`src/rtl/uart_pkg.sv`:
```
// Definitions shared by the UART transmit and receive stages: state encoding,
// parity codes and the layout of the common configuration word.
package uart_pkg;

  typedef enum logic [2:0] {
    ST_IDLE   = 3'd0,
    ST_START  = 3'd1,
    ST_DATA   = 3'd2,
    ST_PARITY = 3'd3,
    ST_STOP   = 3'd4
  } uart_state_e;

  localparam logic [1:0] PAR_NONE = 2'b00;
  localparam logic [1:0] PAR_ODD  = 2'b01;
  localparam logic [1:0] PAR_EVEN = 2'b10;

  localparam int CFG_PAR_LO = 4;
  localparam int CFG_RSVD   = 3;
  localparam int CFG_STOP   = 2;
  localparam int CFG_DBITS  = 0;

  typedef struct packed {
    logic [1:0] par;
    logic       rsvd;
    logic       stop;
    logic [1:0] dbits;
  } cfg_t;

  // Index of the last data bit: character length is dbits + 5.
  function automatic logic [2:0] data_last(input logic [1:0] dbits);
    return 3'd4 + {1'b0, dbits};
  endfunction

endpackage

```
`src/rtl/sync_2ff.sv`:
```
// Two-flop synchronizer for a single asynchronous input, 2 clk latency;
// reset value is a parameter so idle-high lines do not glitch out of reset.
module sync_2ff #(
  parameter logic RESET_VAL = 1'b0
) (
  input  logic clk,
  input  logic rst,
  input  logic async_i,
  output logic sync_o
);

  logic meta_q;
  logic sync_q;

  always_ff @(posedge clk or posedge rst) begin
    if (rst) begin
      meta_q <= RESET_VAL;
      sync_q <= RESET_VAL;
    end else begin
      meta_q <= async_i;
      sync_q <= meta_q;
    end
  end

  assign sync_o = sync_q;

endmodule

```
`src/rtl/rx.sv`:
```
// UART receiver: 16x oversampled, 5-8 data bits, optional parity, 1-2 stop bits.
// Character lands in a one-entry buffer the clk after the last stop sample; newest wins on overrun.
module rx
  import uart_pkg::*;
#(
  parameter int OVERSAMPLE = 16
) (
  input  logic       clk,
  input  logic       rst,
  input  logic       baud_tick,
  input  logic       uart_rx,
  input  logic [5:0] configs,
  input  logic       rx_rd,
  output logic [7:0] rx_data,
  output logic       rx_valid,
  output logic       parity_err,
  output logic       frame_err,
  output logic       overrun,
  output logic       state_out
);

  localparam int TW = $clog2(OVERSAMPLE);
  localparam logic [TW-1:0] TICK_LAST = TW'(OVERSAMPLE - 1);
  localparam logic [TW-1:0] TICK_MID  = TW'(OVERSAMPLE / 2 - 1);

  logic rxs;
  logic rxs_prev_q;

  sync_2ff #(.RESET_VAL(1'b1)) u_sync (
    .clk     (clk),
    .rst     (rst),
    .async_i (uart_rx),
    .sync_o  (rxs)
  );

  uart_state_e   state_q, state_d;
  logic [TW-1:0] tick_q, tick_d;
  logic [2:0]    bit_q, bit_d;
  cfg_t          cfg_q, cfg_d;
  logic [7:0]    shift_q, shift_d;
  logic          perr_q, perr_d;
  logic          ferr_q, ferr_d;
  logic [7:0]    rx_data_q, rx_data_d;
  logic          rx_valid_q, rx_valid_d;
  logic          parity_err_q, parity_err_d;
  logic          frame_err_q, frame_err_d;
  logic          overrun_q, overrun_d;
  logic          complete;
  logic          par_en;
  logic          cfg_unused;

  assign par_en     = (cfg_q.par == PAR_ODD) || (cfg_q.par == PAR_EVEN);
  assign cfg_unused = cfg_q.rsvd;

  always_comb begin
    state_d      = state_q;
    tick_d       = tick_q;
    bit_d        = bit_q;
    cfg_d        = cfg_q;
    shift_d      = shift_q;
    perr_d       = perr_q;
    ferr_d       = ferr_q;
    rx_data_d    = rx_data_q;
    rx_valid_d   = rx_valid_q;
    parity_err_d = parity_err_q;
    frame_err_d  = frame_err_q;
    overrun_d    = overrun_q;
    complete     = 1'b0;

    unique case (state_q)
      ST_IDLE: begin
        if (rxs_prev_q && !rxs) begin
          state_d = ST_START;
          tick_d  = '0;
          cfg_d   = cfg_t'(configs);
        end
      end
      ST_START: begin
        if (baud_tick) begin
          if (tick_q == TICK_MID) begin
            tick_d = '0;
            if (rxs) begin
              state_d = ST_IDLE;
            end else begin
              state_d = ST_DATA;
              bit_d   = '0;
              shift_d = '0;
              perr_d  = 1'b0;
              ferr_d  = 1'b0;
            end
          end else begin
            tick_d = tick_q + TW'(1);
          end
        end
      end
      ST_DATA: begin
        if (baud_tick) begin
          tick_d = (tick_q == TICK_LAST) ? '0 : tick_q + TW'(1);
          if (tick_q == TICK_LAST) begin
            shift_d[bit_q] = rxs;
            if (bit_q == data_last(cfg_q.dbits)) begin
              bit_d   = '0;
              state_d = par_en ? ST_PARITY : ST_STOP;
            end else begin
              bit_d = bit_q + 3'd1;
            end
          end
        end
      end
      ST_PARITY: begin
        if (baud_tick) begin
          tick_d = (tick_q == TICK_LAST) ? '0 : tick_q + TW'(1);
          if (tick_q == TICK_LAST) begin
            perr_d  = ((^shift_q) ^ rxs) != (cfg_q.par == PAR_ODD);
            state_d = ST_STOP;
          end
        end
      end
      ST_STOP: begin
        if (baud_tick) begin
          tick_d = (tick_q == TICK_LAST) ? '0 : tick_q + TW'(1);
          if (tick_q == TICK_LAST) begin
            ferr_d = ferr_q | ~rxs;
            if (bit_q == {2'b00, cfg_q.stop}) begin
              complete = 1'b1;
              state_d  = ST_IDLE;
            end else begin
              bit_d = bit_q + 3'd1;
            end
          end
        end
      end
      default: state_d = ST_IDLE;
    endcase

    // A read coinciding with a completion consumes the old character, so no overrun.
    if (complete) begin
      rx_data_d    = shift_q;
      parity_err_d = perr_q;
      frame_err_d  = ferr_q | ~rxs;
      rx_valid_d   = 1'b1;
      overrun_d    = rx_rd ? 1'b0 : (rx_valid_q | overrun_q);
    end else if (rx_rd && rx_valid_q) begin
      rx_valid_d   = 1'b0;
      parity_err_d = 1'b0;
      frame_err_d  = 1'b0;
      overrun_d    = 1'b0;
    end
  end

  always_ff @(posedge clk or posedge rst) begin
    if (rst) begin
      rxs_prev_q   <= 1'b1;
      state_q      <= ST_IDLE;
      tick_q       <= '0;
      bit_q        <= '0;
      cfg_q        <= '0;
      shift_q      <= '0;
      perr_q       <= 1'b0;
      ferr_q       <= 1'b0;
      rx_data_q    <= '0;
      rx_valid_q   <= 1'b0;
      parity_err_q <= 1'b0;
      frame_err_q  <= 1'b0;
      overrun_q    <= 1'b0;
    end else begin
      rxs_prev_q   <= rxs;
      state_q      <= state_d;
      tick_q       <= tick_d;
      bit_q        <= bit_d;
      cfg_q        <= cfg_d;
      shift_q      <= shift_d;
      perr_q       <= perr_d;
      ferr_q       <= ferr_d;
      rx_data_q    <= rx_data_d;
      rx_valid_q   <= rx_valid_d;
      parity_err_q <= parity_err_d;
      frame_err_q  <= frame_err_d;
      overrun_q    <= overrun_d;
    end
  end

  assign rx_data    = rx_data_q;
  assign rx_valid   = rx_valid_q;
  assign parity_err = parity_err_q;
  assign frame_err  = frame_err_q;
  assign overrun    = overrun_q;
  assign state_out  = (state_q != ST_IDLE);

endmodule
```
`config.mk`:
```
export PLATFORM = sky130hd
export DESIGN_NAME = rx
export DESIGN_NICKNAME = d
export VERILOG_FILES = /design/src/rtl/uart_pkg.sv /design/src/rtl/sync_2ff.sv /design/src/rtl/rx.sv
export SDC_FILE = /design/constraint.sdc
export NUM_CORES = 1
export LEC_CHECK = 0
export CORE_MARGIN = 2
export CORE_UTILIZATION = 27
export DETAILED_ROUTE_END_ITERATION = 10
export HOLD_SLACK_MARGIN = 0.1
export PLACE_DENSITY_LB_ADDON = 0.05
export SYNTH_ARGS = -nofsm -noshare
export SYNTH_HDL_FRONTEND = slang
export SYNTH_HIERARCHICAL = 1
export SYNTH_SLANG_ARGS = --single-unit
export TNS_END_PERCENT = 5
```
`constraint.sdc`:
```
create_clock -name clk -period 2.25 [get_ports clk]
set_clock_uncertainty 0.1 [all_clocks]
set_input_delay 0.45 -clock clk [delete_from_list [all_inputs] [get_ports clk]]
set_output_delay 0.45 -clock clk [all_outputs]
set_load 0.005 [all_outputs]
```
=== Word level (Yosys, flattened, before mapping) ===
Cells that the tools add are included.

* Add/subtract/negate cells: 3
* Order comparisons: 2
* Equality and inequality tests: 25
* Mux-type cells: 58
* Bitwise gates (word level): 4
* Reductions and logical operators: 22

{| class="wikitable"
|+ Operators by type and width
! kind !! number
|-
| $mux W3 || 21
|-
| $mux W8 || 5
|-
| $ne A2 B2 Y1 const B || 13
|-
| $mux W4 || 5
|-
| $mux W1 || 18
|-
| $reduce_and A6 Y1 || 3
|-
| $pmux W8 S2 || 1
|-
| $pmux W3 S5 || 1
|-
| $pmux W4 S3 || 1
|-
| $reduce_and A11 Y1 || 1
|-
| $pmux W3 S3 || 1
|-
| $reduce_and A9 Y1 || 1
|-
| $reduce_bool A3 Y1 || 3
|-
| $bwmux W8 || 1
|-
| $reduce_bool A2 Y1 || 4
|-
| $reduce_xor A8 Y1 || 1
|-
| $eq A3 B2 Y1 const B || 2
|-
| $add A4 B1 Y4 const B || 1
|-
| $eq A4 B3 Y1 const B || 1
|-
| $eq A4 B4 Y1 const B || 1
|-
| $lt A3 B4 Y1 const B || 1
|-
| $pmux W1 S2 || 2
|-
| $reduce_and A4 Y1 || 1
|-
| $add A3 B1 Y3 const B || 1
|-
| 21 further kinds || 24
|}

* Flip-flop bits (word level): 40

=== Depth between registers and ports, before layout ===
Gate-level depths: netlist of the first run.

* Word-level depth: 8
* Mapped depth: 7
* Gate-level depth less buffers: 7

=== By module ===
Netlist of the first run, hierarchy kept.

{| class="wikitable"
|+ Modules (own cells, without submodules)
! module !! times used !! cells an instance !! area each (um2) !! seq. area each (um2)
|-
| rx || 1 || 213 || 2110.8 || 952.2
|-
| sync_2ff || 1 || 3 || 56.3 || 52.6
|}

=== Worst setup path before layout of the first run ===
OpenSTA, ideal clock, no wires.

* Path type: register -> register
* Start point: register tick_q[0]
* End point: register shift_q[0]
* Setup time: 0.092 ns
* Data arrival time: 1.948 ns
* Setup slack: 0.110 ns
* Stages on the path, launching flop included: 8
* Path buffers: 1
* Path through: dfrtp_1 -> ha_1 -> nand4_1 -> a32oi_1 -> o211ai_2 -> or4_1 -> buf_6 -> o31ai_2

* Word-level cells in the longest chain between the ends: 3

{| class="wikitable"
|+ RTL lines
! element !! line !! text
|-
| from (decl) || rx.sv:37 || <nowiki>logic [TW-1:0] tick_q, tick_d;</nowiki>
|-
| from (signal assigned) || rx.sv:169 || <nowiki>tick_q <= tick_d;</nowiki>
|-
| $eq A4 B4 Y1 or $eq A4 B3 Y1 (tied branches) || rx.sv:99, rx.sv:80 ||
|-
| $ne A2 B2 Y1 (no source line) || n/a ||
|-
| $reduce_and A6 Y1 (no source line) (*) || n/a ||
|-
| to (signal assigned) || rx.sv:172 || <nowiki>shift_q <= shift_d;</nowiki>
|-
| to (decl) || rx.sv:40 || <nowiki>logic [7:0] shift_q, shift_d;</nowiki>
|}

Every way passes the cells marked *; elsewhere a longest branch is shown, timed or not.
A chain may end at the register's enable or synchronous reset.

=== Worst setup path after layout of the first run ===
* Start point: input baud_tick
* End point: register shift_q[2]

* Word-level cells in the longest chain between the ends: 2

{| class="wikitable"
|+ RTL lines
! element !! line !! text
|-
| from (decl) || rx.sv:10 || <nowiki>input logic baud_tick,</nowiki>
|-
| $ne A2 B2 Y1 (no source line) || n/a ||
|-
| $reduce_and A6 Y1 (no source line) (*) || n/a ||
|}

Marks and branches as above.

==> results of run 1 <==
-- per-layer routing --
metal  global-route usage (%)  vias to the layer above
met2                    20.62                       23
met5                        0                        -
met4                    3.986                        0
li1                         -                      859
met3                    2.659                        5
met1                    18.40                      825
-- state kept, by name (all words and copies together) (netlist names), 3 cells and up --
| register | cells |
|---|---|
| rx_data | 8 |
| shift_q | 8 |
| cfg_q | 5 |
| tick_q | 4 |
| bit_q | 3 |
| state_q | 3 |
-- power groups by stage --
| stage | clock (W) | sequential, W | combinational [W] |
|---|---|---|---|
| final | 0.000530 | 0.000962 | 0.00129 |
| after detailed placement | 0 | 0.000978 | 0.00126 |
| after floorplan | 0 | 0.000946 | 0.000848 |
| after global placement | 0 | 0.000978 | 0.00127 |
| after global routing | 0.000584 | 0.000989 | 0.00145 |
| after CTS | 0.000556 | 0.000964 | 0.00126 |
-- worst register-to-register path: stages (launching register included) --
cell and delay [ns]:
dfrtp_1 0.39, ha_1 0.19, nand4_1 0.19, a32oi_2 0.27, o211ai_2 0.13, or4_4 0.43
buf_6 0.16, o31ai_2 0.20
-- cells in the mapped netlist, drive strengths merged (2+ instances only) --
| library cell | n |
|---|---|
| nand3 | 8 |
| o31ai | 7 |
| mux2i | 2 |
| o41ai | 2 |
| o211ai | 2 |
| mux2 | 14 |
| clkbuf | 7 |
| nor2b | 4 |
| nand2b | 4 |
| a21oi | 7 |
| o22ai | 2 |
| nor3b | 2 |
| nand2 | 20 |
| dfstp | 3 |
| or3b | 3 |
| nand4 | 2 |
| or4 | 2 |
| inv | 13 |
| nor3 | 2 |
| dfrtp | 37 |
| o21ai | 26 |
| ha | 3 |
| a31oi | 4 |
| nor2 | 6 |
| xnor2 | 13 |
| o21a | 3 |
| buf | 4 |
| nand3b | 3 |
-- stage by stage --
| step | utilization [%] | cells | setup WS, ns |
|---|---|---|---|
| after global placement | 34.07 | 354 | -0.2925 |
| final | 35.92 | 364 | 0.03095 |
| after global routing | 35.92 | 364 | -0.08749 |
| after floorplan | - | 216 | 0.1100 |
| after CTS | 35.31 | 362 | 0.004938 |
| after detailed placement | 34.07 | 354 | -0.3164 |
-- layout make-up --
class | count | share of cell area (%)
Timing Repair Buffer | 49 | 15.43
Multi-Input combinational cell | 152 | 38.79
Inverter | 13 | 1.749
Sequential cell | 40 | 36.01
Clock buffer | 6 | 2.960
Clock inverter | 2 | 0.4933
Tap cell | 102 | 4.574
-- final timing paths --
path / to / slack (ns) / cells after the start
worst max-delay path: shift_q[2]$_DFFE_PP0P_ / 0.03 / 7
worst min-delay path: u_sync/sync_o$_DFF_PP1_ / 0.26 / 0
worst max register to register: shift_q[2]$_DFFE_PP0P_ / 0.10 / 7
worst min register to register: u_sync/sync_o$_DFF_PP1_ / 0.26 / 0
max in group asynchronous: rxs_prev_q$_DFF_PP1_ / 1.19 / 3
min in group asynchronous: u_sync/sync_o$_DFF_PP1_ / 0.40 / 2
-- cell families after synthesis --
| logic type | count (synthesis) |
|---|---|
| XOR/XNOR | 14 |
| multiplexers | 16 |
| AO/OA/AOI/OAI | 60 |
| AND/OR/NAND/NOR | 59 |
| adder cells (fa/ha/maj) | 3 |
| buffers and inverters | 24 |
| flip-flops | 40 |
-- what timing repair did --
item	CTS	global route
endpoints found under the setup margin	0	10
gates resized for setup	0	6
setup buffers	0	2
==> run metrics, run 1 <==
pwr/cell area ~1000 nW/um^2; vias 1712; Setup Total Neg Slack 0 ns; mux contribution to synthesized area between 8 and 9%; P_int roughly 0.0017 W; CORE AREA 7767 sq um; synth warn 6; hold slack final between 0.2 and 0.3 ns; Finished Cell Area 2790 sq um; post-synth top area cell dfrtp_1; Final nets 275; CP Class in2reg; DIE AREA 8759 sq um; Pwr Total 0.002782 W; period utilization 98.62%; Buffers on Ports 22; worst setup path startpoint baud_tick; relative slew slack between 60% and 70%; Post-Synth Simple-Gate Area about 14%; Die W ~94 um; worst path bufs/invs 2; ys async rst share between 90% and 100%; initial antenna violation count 0; Hold Fails Final Rpt 0; instance area at placement around 2600 sq um; Starting DRT DRC Count a little over 70; CTS tree built; WP data required around 2.4 ns; commonest non-fill, non-tap cell in the layout dfrtp_1; ys flop type dfrtp_1; register share of total power between 30% and 40%; sequential fraction of the synthesis area between 40% and 50%; clk buf depth 2; outcome completed; TritonRoute pass-1 iters 4; leakage about 1.2 nW; number of remaining DRC errors 0; synth top area cells dfrtp_1, mux2_2, o21ai_0; Hold Crit Class reg2reg; # fillers between 800 and 900; uppermost layer routed met4; max-slew violations 0; Die Ht between 90 and 100 um; syn_nets 230; Logic pwr share between 40% and 50%; Area Growth Syn to Fin 28.75%; CP Cell Sequence clkdlybuf4s50_1 -> nand4_1 -> a32oi_2 -> o211ai_2 -> or4_4 -> buf_6 -> o31ai_2; Max rail drop VDD 346.6 uV; layout cells sized above 1 24.81%; ANT nets after route 0; CTS sink count 40; Yosys reg bits 40; DRT met1 WL ~2600 um; met2 WL post-DR approximately 2300 um; Critical Path End Type flop; htree depth 2; Crit-path slowest cell clkdlybuf4s50_1; area occupied by multi-input gates 1082 sq um; RSZ-0062 raised after global routing true; Initial Util approximately 28%; compound-cell area share of the yosys netlist 19.00%; most frequent cells in the layout dfrtp_1, o21ai_0, buf_4, clkdlybuf4s50_1, nand2_1; clock share of power about a fifth; Worst Tran Pin Value ~0.51 ns; Worst-path clk slew around 0.080 ns; adder-cell share of the synthesized area under 10%; FF+latch area between 1000 and 1500 sq um; syn avg cell area 10.03 sq um; main combinational cell family by area after synthesis compound AO/OA/AOI/OAI gates; mapped cell area ~2200 sq um; clock root cell clkbuf_8; # IOs 24; crit-path leading delay family buffers and inverters; clock latency on the worst-skew pair ~0.3 ns; global-route wire length before repair 8970 um; grt ovf 0; Post-Syn Instances 216; Ant. Diodes 0; HPWL Detailed ~3700 um; Max stage delay on crit path 0.50 ns; Setup crit start kind primary input; hold_sp u_sync/meta_q$_DFF_PP1_; Via density ~4.7; Unique masters post-synth 47; f_max about 450 MHz; gpl congestion 0.7776; Synth Area in XOR/XNOR 5.658%; cts bufs inserted 5; setup violators final 0; Sw Share 38.82%; number of enable flip-flop cells after synthesis 0; GRT Total Usage between 10% and 20%; WL final a little over 5000 um; Worst R2R Start tick_q[1]$_DFFE_PP0P_; routed wl met3 129 um; Arrival @ worst endpoint between 2 and 2.5 ns; num rows 32; wire per inst between 10 and 15 um; Yosys top cell area share a little over two fifths; crit-path max FO 8; clock period minus worst slack roughly 2.2 ns; max-cap violations 0; CTS hold repair buffers 0; Switching Power about 0.0011 W; largest net degree at the start of global routing 39; vias in the first global route approximately 1.7k
(Power assumes the default switching activity.)
==> run 2: changes to the inputs <==
- CORE_MARGIN: 2 -> 5
==> run 2 against run 1 <==
Net effect: non-clock buffer count stayed put; critical endpoint is now shift_q[4]$_DFFE_PP0P_; die area is 13% higher; worst hold slack better by 0.00052 ns.
==> run metrics, run 2 (synthesis results as in run 1) <==
outcome completed; commonest non-fill, non-tap cell in the layout dfrtp_1; CORE AREA 7767 sq um (unchanged); Worst Tran Pin Value 0.5103 ns (+0.005121 ns); vias 1738 (+1.5%); Worst R2R Start state_q[1]$_DFFE_PP0P_; vias in the first global route 1767 (+2.8%); Reg2Reg Setup Slack 0.05 ns (-0.05 ns); crit-path max FO 8 (unchanged); Logic pwr share 46.4% (about the same); CP Cell Sequence buf_4 -> or3b_4 -> a21oi_4 -> o211ai_2 -> or4_4 -> buf_6 -> o41ai_4; Die Ht 99.59 um (+6.4%); num rows 32 (unchanged); Max stage delay on crit path 0.42 ns (-0.08 ns); Switching Power 0.001104 W (+2.2%); RSZ-0062 raised after global routing true; worst setup path startpoint state_q[1]$_DFFE_PP0P_; Setup WS pre-CTS -0.3103 ns (+0.006070 ns); clk buf depth 2 (unchanged); GRT Total Usage 11.49% (-1.7 points); initial antenna violation count 0 (unchanged); Ant. Diodes 0 (unchanged); pwr/cell area 1032 nW/um^2 (+3.5%); Worst-path clk slew 0.09 ns (about the same); Via density 4.775 (+1.5%); leakage 1.200 nW (+0.89%); Buffers on Ports 22 (unchanged); most frequent cells in the layout dfrtp_1, o21ai_0, buf_4, clkdlybuf4s50_1, nand2_1; Post-Place Cells 353 (-0.28%); Final nets 275 (unchanged); relative slew slack 65.98% (-0.34 points); grt ovf 0 (unchanged); clock root cell clkbuf_8; P_int 0.001816 W (+6.7%); Worst R2R End shift_q[4]$_DFFE_PP0P_; Hold Crit Class reg2reg; clock latency on the worst-skew pair 0.30 ns (about the same); register share of total power 32.7% (-1.9 points); CTS tree built; cts bufs inserted 5 (unchanged); CTS hold repair buffers 0 (unchanged); ANT nets after route 0 (unchanged); clock share of power 20.9% (+1.8 points); # IOs 24 (unchanged); Starting DRT DRC Count 59 (-17%); gpl congestion 0.8074 (+3.8%); Critical Path Sink shift_q[4]$_DFFE_PP0P_; TritonRoute pass-1 iters 4 (unchanged); Max rail drop VDD 407.3 uV (+18%); htree depth 2 (unchanged); CTS sink count 40 (unchanged); Die W 99.59 um (+6.4%); f_max 455.6 MHz (+1.1%); WL final 5317 um (+3.4%); wire per inst 14.61 um (+3.4%); Critical Path End Type flop; Setup Total Neg Slack 0 ns (unchanged); layout cells sized above 1 26.34% (+1.5 points); period utilization 97.56% (-1.1 points); max-slew violations 0 (unchanged); Hold Fails Final Rpt 0 (unchanged); setup slack after layout 0.05495 ns (+0.02400 ns); WP data required 2.35 ns (-0.02 ns); largest net degree at the start of global routing 39 (unchanged); Setup crit start kind flop; worst reg2reg path depth 7 (unchanged); setup violators final 0 (unchanged); Crit-path slowest cell or4_4; CP Class reg2reg; hold slack final 0.2588 ns (+0.0005230 ns); global-route wire length before repair 9011 um (+0.46%); post-layout instance count excluding filler cells 364 (unchanged); max-cap violations 0 (unchanged); Area Growth Syn to Fin 30.54%; DIE AREA 9918 sq um (+13%); HPWL Detailed 3851 um (+3.4%); Arrival @ worst endpoint 2.30 ns (-0.03 ns); Sw Share 37.81% (-1.0 points); Initial Util 27.90% (unchanged); clock period minus worst slack 2.195 ns (-0.02400 ns); number of remaining DRC errors 0 (unchanged)
-- run 2: cell count changes in the layout (fill, tap and decap cells not counted), sizes merged --
| cell | change |
|---|---|
| bufinv | +1 |
| clkbuf | -1 |
| clkdlybuf4s50 | -1 |
| clkinvlp | +2 |
| dlymetal6s2s | +1 |
| inv | -2 |
-- run 2: worst min-delay path by stage --
stage                              end                     from  cells past startpoint
2_1_floorplan  u_sync/sync_o$_DFF_PP1_  u_sync/meta_q$_DFF_PP1_                      0
3_3_place_gp   u_sync/sync_o$_DFF_PP1_  u_sync/meta_q$_DFF_PP1_                      0
3_5_place_dp   u_sync/sync_o$_DFF_PP1_  u_sync/meta_q$_DFF_PP1_                      0
4_1_cts        u_sync/sync_o$_DFF_PP1_  u_sync/meta_q$_DFF_PP1_                      0
5_1_grt        u_sync/sync_o$_DFF_PP1_  u_sync/meta_q$_DFF_PP1_                      0
6_report       u_sync/sync_o$_DFF_PP1_  u_sync/meta_q$_DFF_PP1_                      0
-- run 2: per-layer routing --
metal / track usage (%) / up-vias / share of wire [%]
met5: 0 / - / 0
met4: 3.676 / 0 / 1.2
met3: 2.805 / 6 / 2.8
met2: 18.13 / 25 / 44
met1: 15.48 / 848 / 52
li1: - / 859 / -
-- run 2: through the flow --
stage | power [W] | cell area (sq um) | util, %
global route | 0.003150 | 2829 | 36.42
floorplan | 0.001794 | 2167 | -
finish | 0.002919 | 2829 | 36.42
global placement | 0.002249 | 2639 | 33.97
detailed placement | 0.002243 | 2639 | 33.97
CTS | 0.002871 | 2758 | 35.50
-- run 2: repair_timing --
item | CTS | global route
endpoints found under the setup margin | 2 | 15
resized for setup | 0 | 12
pin swaps | 0 | 3
setup buffers | 1 | 2
-- run 2: final cells by class --
class,count,area (sq um)
sequential,40,1005
multi-input combinational,152,1104
fill,820,4938
inverter,13,52.55
clock inverter,3,42.54
tap,102,127.6
clock buffer,5,68.82
timing repair buffer,49,429.2
-- run 2: worst max-delay path, delay by kind of cell, from the launching register on --
kind                   cells  cell delay (ns)
AND/OR/NAND/NOR            2             0.82
flip-flops                 1             0.39
AO/OA/AOI/OAI              3             0.47
buffers and inverters      2             0.31
-- run 2: power by group through the flow --
stage	logic [W]	clock network, W	registers, W
after floorplan	0.000848	0	0.000946
after global placement	0.00128	0	0.000970
after detailed placement	0.00127	0	0.000971
after CTS	0.00129	0.000628	0.000952
after global routing	0.00152	0.000659	0.000974
final	0.00135	0.000611	0.000953
